[src/rtl/keypad_event_ctrl_if.sv]
// Event handshake between the keypad sequencer (master) and the control FSM (slave).
interface keypad_event_ctrl_if;
   logic       evt_valid;
   logic       evt_ready;
   logic [3:0] evt_code;
   logic       evt_rpt;

   modport master (output evt_valid, output evt_code, output evt_rpt, input evt_ready);
   modport slave  (input evt_valid, input evt_code, input evt_rpt, output evt_ready);
endinterface

[src/rtl/keypad_event_ctrl.sv]
// Keypad sequencer: tick-sampled debounce, press-to-event scan, show-ahead event FIFO.
// Optional auto-repeat of a single held key is built when KEY_REPEAT_EN is defined.
module keypad_event_ctrl #(
   parameter int SAMPLE_DIV   = 20000,
   parameter int DEBOUNCE_N   = 4,
   parameter int FIFO_DEPTH   = 4,
   parameter int REPEAT_DELAY = 50,
   parameter int REPEAT_RATE  = 10
) (
   input  logic                       clkin,
   input  logic                       rst,
   input  logic [15:0]                keys,
   keypad_event_ctrl_if.master        evt,
   output logic [15:0]                key_state,
   output logic                       ovf,
   input  logic                       ovf_clr
);

   localparam int TW = $clog2(SAMPLE_DIV);
   localparam int AW = $clog2(FIFO_DEPTH);
   localparam int PW = AW + 1;
   localparam logic [TW-1:0] TICK_LAST = TW'(SAMPLE_DIV - 1);
   localparam logic [3:0]    DEB_N     = 4'(DEBOUNCE_N);
   localparam logic [4:0]    DEB_N5    = 5'(DEBOUNCE_N);
`ifdef KEY_REPEAT_EN
   localparam int EW = 5;
   localparam int RW = $clog2(REPEAT_DELAY + 1);
   localparam logic [RW-1:0] RPT_LAST   = RW'(REPEAT_DELAY);
   localparam logic [RW-1:0] RPT_RELOAD = RW'(REPEAT_DELAY - REPEAT_RATE);
`else
   localparam int EW = 4;
`endif

   if (SAMPLE_DIV < 20 || DEBOUNCE_N < 1 || DEBOUNCE_N > 15 || FIFO_DEPTH < 2 ||
       (FIFO_DEPTH & (FIFO_DEPTH - 1)) != 0 || REPEAT_RATE < 1 || REPEAT_DELAY < REPEAT_RATE)
   begin : g_param_check
      $error("keypad_event_ctrl: illegal parameter set");
   end

   typedef enum logic [1:0] {S_WAIT, S_FILTER, S_SCAN} state_t;

   state_t          state_q, state_d;
   logic [TW-1:0]   tick_cnt_q, tick_cnt_d;
   logic            tick;
   logic [15:0]     cand_q, cand_d;
   logic [15:0]     key_state_q, key_state_d;
   logic [15:0]     pend_q, pend_d;
   logic [3:0]      stable_cnt_q, stable_cnt_d;
   logic [4:0]      stable_inc;
   logic [3:0]      idx_q, idx_d;
   logic [PW-1:0]   wr_ptr_q, wr_ptr_d, rd_ptr_q, rd_ptr_d;
   logic            ovf_q, ovf_d;
   logic            push_req, push, pop, drop;
   logic            fifo_empty, fifo_full;
   logic [3:0]      push_code;
   logic [EW-1:0]   push_data;
   logic [EW-1:0]   head;
   logic [EW-1:0]   mem [FIFO_DEPTH];
`ifdef KEY_REPEAT_EN
   logic            push_rpt;
   logic [RW-1:0]   rpt_cnt_q, rpt_cnt_d;
   logic [RW-1:0]   rpt_inc;
   logic [3:0]      rpt_key;
`endif

   always_comb begin
      tick         = (tick_cnt_q == TICK_LAST);
      tick_cnt_d   = tick ? '0 : tick_cnt_q + TW'(1);
      state_d      = state_q;
      cand_d       = cand_q;
      key_state_d  = key_state_q;
      pend_d       = pend_q;
      idx_d        = idx_q;
      stable_cnt_d = stable_cnt_q;
      stable_inc   = {1'b0, stable_cnt_q} + 5'd1;
      push_req     = 1'b0;
      push_code    = idx_q;

      case (state_q)
         S_WAIT: begin
            if (tick) state_d = S_FILTER;
         end
         S_FILTER: begin
            state_d = S_WAIT;
            if (keys != cand_q) begin
               cand_d       = keys;
               stable_cnt_d = 4'd1;
            end else begin
               stable_cnt_d = (stable_inc >= DEB_N5) ? DEB_N : stable_inc[3:0];
               if (stable_inc == DEB_N5 && cand_q != key_state_q) begin
                  key_state_d = cand_q;
                  pend_d      = cand_q & ~key_state_q;
                  idx_d       = 4'd0;
                  state_d     = S_SCAN;
               end
            end
         end
         S_SCAN: begin
            // One index per cycle keeps events in ascending key order.
            push_req = pend_q[idx_q];
            idx_d    = idx_q + 4'd1;
            if (idx_q == 4'd15) state_d = S_WAIT;
         end
         default: state_d = S_WAIT;
      endcase

`ifdef KEY_REPEAT_EN
      push_rpt  = 1'b0;
      rpt_cnt_d = rpt_cnt_q;
      rpt_inc   = rpt_cnt_q + RW'(1);
      rpt_key   = 4'd0;
      for (int i = 0; i < 16; i++) begin
         if (key_state_q[i]) rpt_key = 4'(i);
      end
      if (!$onehot(key_state_q) || key_state_d != key_state_q) begin
         rpt_cnt_d = '0;
      end else if (state_q == S_FILTER) begin
         // Reloading DELAY-RATE makes every later repeat land RATE ticks apart.
         if (rpt_inc == RPT_LAST) begin
            push_req  = 1'b1;
            push_rpt  = 1'b1;
            push_code = rpt_key;
            rpt_cnt_d = RPT_RELOAD;
         end else begin
            rpt_cnt_d = rpt_inc;
         end
      end
      push_data = {push_rpt, push_code};
`else
      push_data = push_code;
`endif

      fifo_empty = (wr_ptr_q == rd_ptr_q);
      fifo_full  = (wr_ptr_q[AW] != rd_ptr_q[AW]) && (wr_ptr_q[AW-1:0] == rd_ptr_q[AW-1:0]);
      pop        = !fifo_empty && evt.evt_ready;
      push       = push_req && (!fifo_full || pop);
      drop       = push_req && fifo_full && !pop;
      wr_ptr_d   = wr_ptr_q + PW'(push);
      rd_ptr_d   = rd_ptr_q + PW'(pop);
      ovf_d      = drop ? 1'b1 : (ovf_clr ? 1'b0 : ovf_q);
   end

   always_ff @(posedge clkin) begin
      if (!rst) begin
         state_q      <= S_WAIT;
         tick_cnt_q   <= '0;
         cand_q       <= '0;
         key_state_q  <= '0;
         pend_q       <= '0;
         idx_q        <= '0;
         stable_cnt_q <= '0;
         wr_ptr_q     <= '0;
         rd_ptr_q     <= '0;
         ovf_q        <= 1'b0;
`ifdef KEY_REPEAT_EN
         rpt_cnt_q    <= '0;
`endif
      end else begin
         state_q      <= state_d;
         tick_cnt_q   <= tick_cnt_d;
         cand_q       <= cand_d;
         key_state_q  <= key_state_d;
         pend_q       <= pend_d;
         idx_q        <= idx_d;
         stable_cnt_q <= stable_cnt_d;
         wr_ptr_q     <= wr_ptr_d;
         rd_ptr_q     <= rd_ptr_d;
         ovf_q        <= ovf_d;
`ifdef KEY_REPEAT_EN
         rpt_cnt_q    <= rpt_cnt_d;
`endif
      end
   end

   always_ff @(posedge clkin) begin
      if (push) mem[wr_ptr_q[AW-1:0]] <= push_data;
   end

   // Empty FIFO shows zeros rather than stale storage.
   assign head          = mem[rd_ptr_q[AW-1:0]];
   assign evt.evt_valid = !fifo_empty;
   assign evt.evt_code  = fifo_empty ? 4'd0 : head[3:0];
`ifdef KEY_REPEAT_EN
   assign evt.evt_rpt   = fifo_empty ? 1'b0 : head[4];
`else
   assign evt.evt_rpt   = 1'b0;
`endif
   assign key_state     = key_state_q;
   assign ovf           = ovf_q;

endmodule
[src/flat_wrapper.sv]
// flat-port wrapper written by rule: the top's interface ports become plain ports
module keypad_event_ctrl_flat 
#(
   parameter int SAMPLE_DIV   = 20000,
   parameter int DEBOUNCE_N   = 4,
   parameter int FIFO_DEPTH   = 4,
   parameter int REPEAT_DELAY = 50,
   parameter int REPEAT_RATE  = 10
)
  (clkin, rst, keys, key_state, ovf, ovf_clr, evt_evt_valid, evt_evt_code, evt_evt_rpt, evt_evt_ready);
  keypad_event_ctrl_if evt_i ();
  input  logic clkin;
  input  logic rst;
  input  logic [15:0] keys;
  output logic [15:0] key_state;
  output logic ovf;
  input  logic ovf_clr;
  output wire logic [$bits(evt_i.evt_valid)-1:0] evt_evt_valid;
  output wire logic [$bits(evt_i.evt_code)-1:0] evt_evt_code;
  output wire logic [$bits(evt_i.evt_rpt)-1:0] evt_evt_rpt;
  input wire logic [$bits(evt_i.evt_ready)-1:0] evt_evt_ready;
  assign evt_evt_valid = evt_i.evt_valid;
  assign evt_evt_code = evt_i.evt_code;
  assign evt_evt_rpt = evt_i.evt_rpt;
  assign evt_i.evt_ready = evt_evt_ready;
  keypad_event_ctrl #(.SAMPLE_DIV(SAMPLE_DIV), .DEBOUNCE_N(DEBOUNCE_N), .FIFO_DEPTH(FIFO_DEPTH), .REPEAT_DELAY(REPEAT_DELAY), .REPEAT_RATE(REPEAT_RATE)) u_core (.clkin(clkin), .rst(rst), .keys(keys), .evt(evt_i), .key_state(key_state), .ovf(ovf), .ovf_clr(ovf_clr));
endmodule
[config.mk]
export PLATFORM = sky130hd
export DESIGN_NAME = keypad_event_ctrl_flat
export DESIGN_NICKNAME = d
export VERILOG_FILES = /design/src/rtl/keypad_event_ctrl_if.sv /design/src/rtl/keypad_event_ctrl.sv /design/src/flat_wrapper.sv
export SDC_FILE = /design/constraint.sdc
export NUM_CORES = 1
export LEC_CHECK = 0
export ABC_AREA = 1
export CORE_AREA = 2 2 97 117
export CTS_CLUSTER_SIZE = 40
export DETAILED_ROUTE_END_ITERATION = 7
export DIE_AREA = 0 0 99 119
export GPL_TIMING_DRIVEN = 0
export HOLD_SLACK_MARGIN = 0.08
export PLACE_DENSITY = 0.62
export SYNTH_ARGS = -nofsm -noshare
export SYNTH_HDL_FRONTEND = slang
export SYNTH_SLANG_ARGS = --single-unit
[constraint.sdc]
create_clock -name clkin -period 2.18 [get_ports clkin]
set_clock_uncertainty 0.15 [all_clocks]
set_input_delay 0.436 -clock clkin [delete_from_list [all_inputs] [get_ports clkin]]
set_output_delay 0.436 -clock clkin [all_outputs]
set_load 0.005 [all_outputs]
==> results of run 1 <==
==> synth_stat cells, drive strengths merged <==
cell    number  area, um^2
ha          27         338
nor4         2        12.5
o32ai        4        35.0
o211ai       3        22.5
clkinv       2        7.51
a211oi       1        7.51
conb         1        3.75
clkbuf       9        37.5
nor2       151         572
nor3b        1        7.51
a21oi       27         135
xnor2        6        52.6
nand2      103         387
o21ai       65         325
buf         13        93.8
xor2         4        35.0
nand3b       1        7.51
inv         88         330
nand3       17        97.6
or2          2        12.5
edfxtp      16         480
dfxtp       80        1600
nand4        8        50.1
nor3         9        45.0
==> cell type report <==
class,count,area (um^2)
plain buffers,22,186
well taps,132,165
clock buffers,13,260
flip-flops and latches,96,2090
fillers,1052,4910
repair buffers,49,478
multi-input cells,433,2260
inverters,90,354
clock inverters,3,65.1
==> worst reg2reg max path, cell delays in order (launching register included) <==
cell     delay, ps
dfxtp_1        360
inv_1           60
ha_1           270
nand2_1         50
nor2_1         150
nand2_1         70
nor2_1         180
nor2_2          90
nand3_4        140
inv_4           70
buf_6          140
nor2_1         110
nor2_1          60
==> cell usage in the layout, fill, tap and decap left out, types with 16 or more instances in the layout <==
cell type / Yosys / routed
o21ai_0: 63 / 46
nor2_1: 149 / 141
dfxtp_1: 80 / 74
edfxtp_1: 16 / 16
clkdlybuf4s50_1: 0 / 36
inv_1: 79 / 76
o21ai_1: 2 / 19
nand2_1: 103 / 101
a21oi_1: 27 / 27
ha_1: 27 / 27
==> power breakdown <==
part / internal, mW / switching [mW] / leakage [nW]
clock network: 1.07 / 0.641 / 0.160
registers: 1.81 / 0.0136 / 0.797
logic: 0.108 / 0.131 / 1.49
total: 2.99 / 0.785 / 2.45
==> worst min-delay path by stage <==
| stage | from | end | slack [ps] | depth (start not counted) |
|---|---|---|---|---|
| floorplan | u_core.tick_cnt_q[0] | u_core.tick_cnt_q[0] | 270 | 1 |
| global placement | u_core.tick_cnt_q[0] | u_core.tick_cnt_q[0] | 280 | 1 |
| detailed placement | u_core.tick_cnt_q[0] | u_core.tick_cnt_q[0] | 300 | 1 |
| CTS | u_core.tick_cnt_q[0] | u_core.tick_cnt_q[0] | 310 | 1 |
| global route | u_core.tick_cnt_q[0] | u_core.tick_cnt_q[0] | 330 | 1 |
| finish | u_core.tick_cnt_q[0] | u_core.tick_cnt_q[0] | 300 | 1 |
==> metrics by stage <==
| step | instances | cell area, um^2 |
|---|---|---|
| final | 838 | 5860 |
| after CTS | 831 | 5670 |
| after detailed placement | 813 | 5270 |
| after global routing | 838 | 5860 |
| after floorplan | 640 | 4700 |
| after global placement | 813 | 5270 |
==> cells by family after synthesis <==
family                   after synthesis  share of synthesized area, %
XOR/XNOR                              10                          1.86
adder cells (fa/ha/maj)               27                          7.19
buffers and inverters                112                          9.99
AND/OR/NAND/NOR                      294                          25.4
flip-flops                            96                          44.3
AO/OA/AOI/OAI                        100                          11.2
other                                  1                        0.0798
==> registers in the layout (all words and copies together), names as in the netlist <==
signal               cells
u_core.mem              16
u_core.ovf               1
u_core.pend_q           16
u_core.cand_q           16
u_core.wr_ptr_q          3
u_core.stable_cnt_q      4
u_core.tick_cnt_q       15
u_core.key_state        16
u_core.rd_ptr_q          3
u_core.state_q           2
u_core.idx_q             4
==> routing by layer <==
layer / vias up / track usage (%)
met5: - / 0
met4: 0 / 7.28
met3: 17 / 3.99
met2: 67 / 32.8
met1: 1817 / 20.3
li1: 2159 / -
==> what timing repair did <==
item,CTS,global route
gates cloned,1,3
gates resized for setup,26,65
setup buffers,1,4
setup endpoints to repair,22,70
pin swaps,7,4
==> summary.txt, run 1 <==
Detailed routing
  – Met3 routed WL: 382 um
  – DRC violations left: 0
  – Highest routing layer actually used: met4
  – DR WL/cell: 12.4 um
  – Wl on met1: 4430 um
  – Initial DRT Pass Iterations: 4
  – WL final: 10400 um
  – Final antenna-violating net count: 0
  – Via count: 4060
  – DRT iter0 DRCs: 107
  – Met2 Wirelength: 5340 um
  – Mean number of vias per cell: 4.84

Clocking
  – Hold-fix buffers, CTS: 0
  – Total CTS buffers: 9
  – Worst-path clk slew: 60 ps
  – CTS root buffer: clkbuf_16
  – CTS H-tree depth: 3
  – Worst-case clock buffer depth: 2
  – Clock Latency Late Sink: 340 ps
  – CTS tree: yes
  – Clk sinks: 96

Critical path
  – Critical Path AT: 1510 ps
  – CP endpoint: evt_evt_code[1]
  – Reg2Reg Capture Point: u_core.pend_q[12]
  – Critical path required time: 1590 ps
  – Slowest cell on crit path: dfxtp_2
  – R2R depth: 12
  – CP Cell Sequence: clkbuf_8 -> xnor2_4 -> nand3_2 -> nand2_1 -> inv_1 -> dlygate4sd2_1
  – Crit path buf inv count: 3
  – Worst reg2reg setup slack: 150 ps
  – CP Launch Point: u_core.rd_ptr_q[1]
  – Critical Path Max Stage Delay: 330 ps
  – CP Capture Type: output pin
  – Critical Path Stages: 6
  – Kind of critical path: register to output pin
  – CP startpoint kind: register
  – Reg2reg start: u_core.key_state[7]
  – Delay-heaviest family, CP: buffers and inverters
  – Max Fanout on Critical Path: 9

STA
  – Worst slew pin tran: 537 ps
  – Final period util: 95.9%
  – Setup_tns: 0 ps
  – Fin worst setup slack: 88.5 ps
  – Fmax: 478 MHz
  – WHS: 304 ps
  – Final Critical Period: 2090 ps
  – Hold Fails Final Rpt: 0
  – Slew Limit Fails: 0
  – Slew headroom: 64.2%
  – Final setup violation count: 0

Logic synthesis
  – Synthesis Warnings: 0
  – #FFs+latches synth: 96
  – Syn Inst Count: 640
  – Post-synthesis sequential area ratio: 44.3%
  – Avg Inst Size Synth: 7.34 um^2
  – Post-synth net total: 687
  – Count of cell types in the netlist: 32
  – Syn Std Cell Area: 4700 um^2

Power
  – Power per standard cell area: 643 nW/um^2
  – Peak VDD IR: 0.000329 V
  – Pwr Total: 3.77 mW
  – P_leak: 2.45 nW

Placement
  – Routability Congestion: 0.815
  – Port bufs: 41
  – DPL Wire Length: 7530 um
  – Pre-CTS WS: -350 ps

Finish
  – Nets: 748
  – Area growth, synth to finish: 24.8%
  – Util after Layout: 54.4%
  – Total inserted antenna cells: 0
  – Share of cells above drive strength 1: 11.2%

Global route
  – Initial antenna violation count: 0
  – First-pass GRT wire length: 17200 um
  – Global route total overflow: 0
  – Total track usage: 18.1%
  – Pin count of the biggest net entering global routing: 16
  – Vias in the first global route: 3874

Die
  – Die area: 11800 um^2
  – Row count: 42
  – Die W: 99 um
  – Number of top-level pins: 43
  – Core area: 10800 um^2
  – Initial Util: 43.6%
  – Die Ht: 119 um

Status
  – Status: completed

Run
  – Max cap viols: 0

Worst hold path
  – Tightest Hold Check Type: register to register
Power figures use the tool's default switching activity.
==> run 2, diff against run 1 <==
- CORE_AREA: 2 2 97 117 -> 2 2 118 143
- DIE_AREA: 0 0 99 119 -> 0 0 120 145
- PLACE_DENSITY: 0.62 -> 0.44
==> run 2 against run 1 <==
Power is 4.9% lower. Sequential cell count did not move. Cell count grew 9.9%. Sequential share of layout area down 1.5 points. Worst hold slack lost 33 ps. Worst setup slack worse by 19 ps. Critical endpoint is now u_core.key_state[6]. Combinational power is essentially flat. Fmax down 0.88%.
==> summary.txt, run 2 (same netlist as run 1, synthesis figures left out) <==
Run
  – Max cap viols: 0 (unchanged)

Detailed routing
  – DRT iter0 DRCs: 136 (+27%)
  – WL final: 11800 um (+14%)
  – DRC violations left: 0 (unchanged)
  – Mean number of vias per cell: 4.44 (-8.3%)
  – Final antenna-violating net count: 0 (unchanged)
  – DR WL/cell: 12.8 um (+3.4%)
  – Via count: 4093 (+0.81%)
  – Initial DRT Pass Iterations: 5 (+1)

Finish
  – Total inserted antenna cells: 0 (unchanged)
  – Share of cells above drive strength 1: 15.9% (+4.7 points)
  – Most common cell after layout, fill and taps aside: nor2_1
  – Register Area: 2110 um^2 (+0.54%)
  – Nets: 753 (+0.67%)
  – Area growth, synth to finish: 30.9%
  – Commonest non-fill, non-tap cells in the layout: 133 x nor2_1, 101 x nand2_1, 77 x inv_1
  – Util after Layout: 38.4% (-16 points)
  – Post-route cell area: 6150 um^2 (+4.9%)
  – Fill cells: 1664 (+58%)
  – Multi-input gate area: 2330 um^2 (+3.2%)

Critical path
  – Critical Path AT: 2200 ps (+690 ps)
  – Slowest cell on crit path: clkdlybuf4s50_1
  – Most used cell, CP: nand2_1
  – CP Capture Type: register
  – CP Cell Sequence: clkdlybuf4s50_1 -> inv_1 -> nand2_1 -> nand2_1 -> nor2_2 -> nand2_1 -> nor2_2 -> nand2_2 -> inv_2 -> nand3_4 -> clkbuf_16 -> o21ai_0 -> nor2_1
  – Kind of critical path: primary input to register
  – CP startpoint kind: primary input
  – Delay-heaviest family, CP: buffers and inverters
  – Max Fanout on Critical Path: 6 (-3)
  – Critical path required time: 2270 ps (+680 ps)
  – Critical Path Max Stage Delay: 490 ps (+160 ps)
  – Crit path buf inv count: 4 (+1)

STA
  – Fin worst setup slack: 70.0 ps (-18.5 ps)
  – Hold Fails Final Rpt: 0 (unchanged)
  – Fmax: 474 MHz (-0.88%)
  – Setup_tns: 0 ps (unchanged)
  – Slew headroom: 63.1% (-1.2 points)
  – Final period util: 96.8% (+0.85 points)
  – Slew Limit Fails: 0 (unchanged)
  – Final setup violation count: 0 (unchanged)
  – Worst slew pin tran: 554 ps (+17.4 ps)
  – Final Critical Period: 2110 ps (+18.5 ps)
  – RSZ-0062 raised after global routing: yes

Die
  – Die Ht: 145 um (+22%)
  – Number of top-level pins: 43 (unchanged)
  – Die W: 120 um (+21%)
  – Die area: 17400 um^2 (+48%)
  – Row count: 51 (+21%)
  – Core area: 16000 um^2 (+49%)
  – Initial Util: 29.3% (-14 points)

Global route
  – GRT Max-Usage Layer: met2
  – Met3 Use GR: 3.34% (-0.65 points)
  – Initial antenna violation count: 0 (unchanged)
  – Global route total overflow: 0 (unchanged)
  – Pin count of the biggest net entering global routing: 15 (-1)
  – Vias in the first global route: 3973 (+2.6%)
  – Total track usage: 13.6% (-4.5 points)
  – Met1 Resource Use GR: 16.2% (-4.1 points)
  – First-pass GRT wire length: 18900 um (+10%)
  – GR Layer Usage met2: 23.6% (-9.2 points)

Power
  – P_int: 2.78 mW (-6.9%)
  – Sw Share: 22.5% (+1.7 points)
  – Power per standard cell area: 583 nW/um^2 (-9.4%)
  – Flop pwr share: 50.9% (+2.5 points)
  – P_leak: 2.60 nW (+6.5%)
  – Psw: 806 uW (+2.7%)
  – Peak VDD IR: 0.000292 V (-11%)
  – Clock share of power: 42.4% (-2.9 points)
  – Gate power share: 6.7% (+0.4 points)

Clocking
  – Total CTS buffers: 9 (unchanged)
  – Clock Latency Late Sink: 340 ps (about the same)
  – CTS H-tree depth: 3 (unchanged)
  – Hold-fix buffers, CTS: 0 (unchanged)
  – CTS root buffer: clkbuf_16
  – Worst-path clk slew: 70 ps (about the same)
  – Clk sinks: 96 (unchanged)
  – Worst-case clock buffer depth: 2 (unchanged)
  – CTS tree: yes

Placement
  – Routability Congestion: 0.758 (-7.1%)
  – Post-place instance area: 5370 um^2 (+1.9%)
  – Pre-CTS WS: -473 ps (-123 ps)
  – DPL Wire Length: 8480 um (+13%)
  – Port bufs: 41 (unchanged)

Worst hold path
  – Tightest Hold Check Type: primary input to register

Status
  – Status: completed
-- run 2: cell types whose count changed in the layout (fill, tap and decap cells not counted), sizes merged, moves of 2 or more --
cell and change:
bufinv -2, clkbuf +7, clkdlybuf4s50 -11, clkinv +2
dlygate4sd2 -3, dlymetal6s2s +11
-- run 2: power by group through the flow --
stage          sequential (mW)  combinational (mW)  clock, mW
6_report                  1.82               0.240       1.52
5_1_grt                   1.82               0.273       1.65
4_1_cts                   1.82               0.230       1.58
3_5_place_dp              1.86               0.223          0
3_3_place_gp              1.86               0.220          0
2_1_floorplan             1.86               0.133          0
-- run 2: final cells by class --
| cell class | instances | area share, % |
|---|---|---|
| Clock buffer | 12 | 4.36 |
| Timing Repair Buffer | 54 | 9.93 |
| Sequential cell | 96 | 34.3 |
| Clock inverter | 2 | 0.224 |
| Tap cell | 212 | 4.32 |
| Multi-Input combinational cell | 433 | 37.9 |
| Buffer | 22 | 3.24 |
| Inverter | 90 | 5.78 |
-- run 2: path summary, 6_finish.rpt --
kind	startpoint	end	slack [ps]	depth (start not counted)
hold reg to reg	u_core.tick_cnt_q[0]	u_core.tick_cnt_q[0]	300	1
setup / recovery	keys[9]	u_core.key_state[6]	70	13
hold / removal	keys[13]	u_core.cand_q[13]	270	3
setup reg to reg	u_core.key_state[1]	u_core.idx_q[0]	130	10
-- run 2: metrics by stage --
step,total power [mW],std cells,hold slack [ps]
2_1_floorplan,1.99,640,267
3_3_place_gp,2.08,893,282
3_5_place_dp,2.09,893,294
4_1_cts,3.63,909,304
5_1_grt,3.75,921,306
6_report,3.58,921,271
-- run 2: worst min-delay path: stages --
cell,delay [ps]
dlymetal6s2s_1,130
o21ai_0,100
nor2_1,70
-- run 2: per-layer routing --
layer  share of wire (%)  routed length (um)  up-vias
li1                    -                   -     2163
met1                  43                5080     1867
met2                  52                6160       54
met3                 3.2                 377        9
met4                 1.8                 209        0
met5                   0                   0        -
-- run 2: repair_timing --
| item | in CTS | in global routing |
|---|---|---|
| gates cloned | 1 | 7 |
| resized for setup | 37 | 106 |
| setup buffers | 1 | 5 |
| endpoints found under the setup margin | 64 | 74 |
| pin swaps | 7 | 15 |
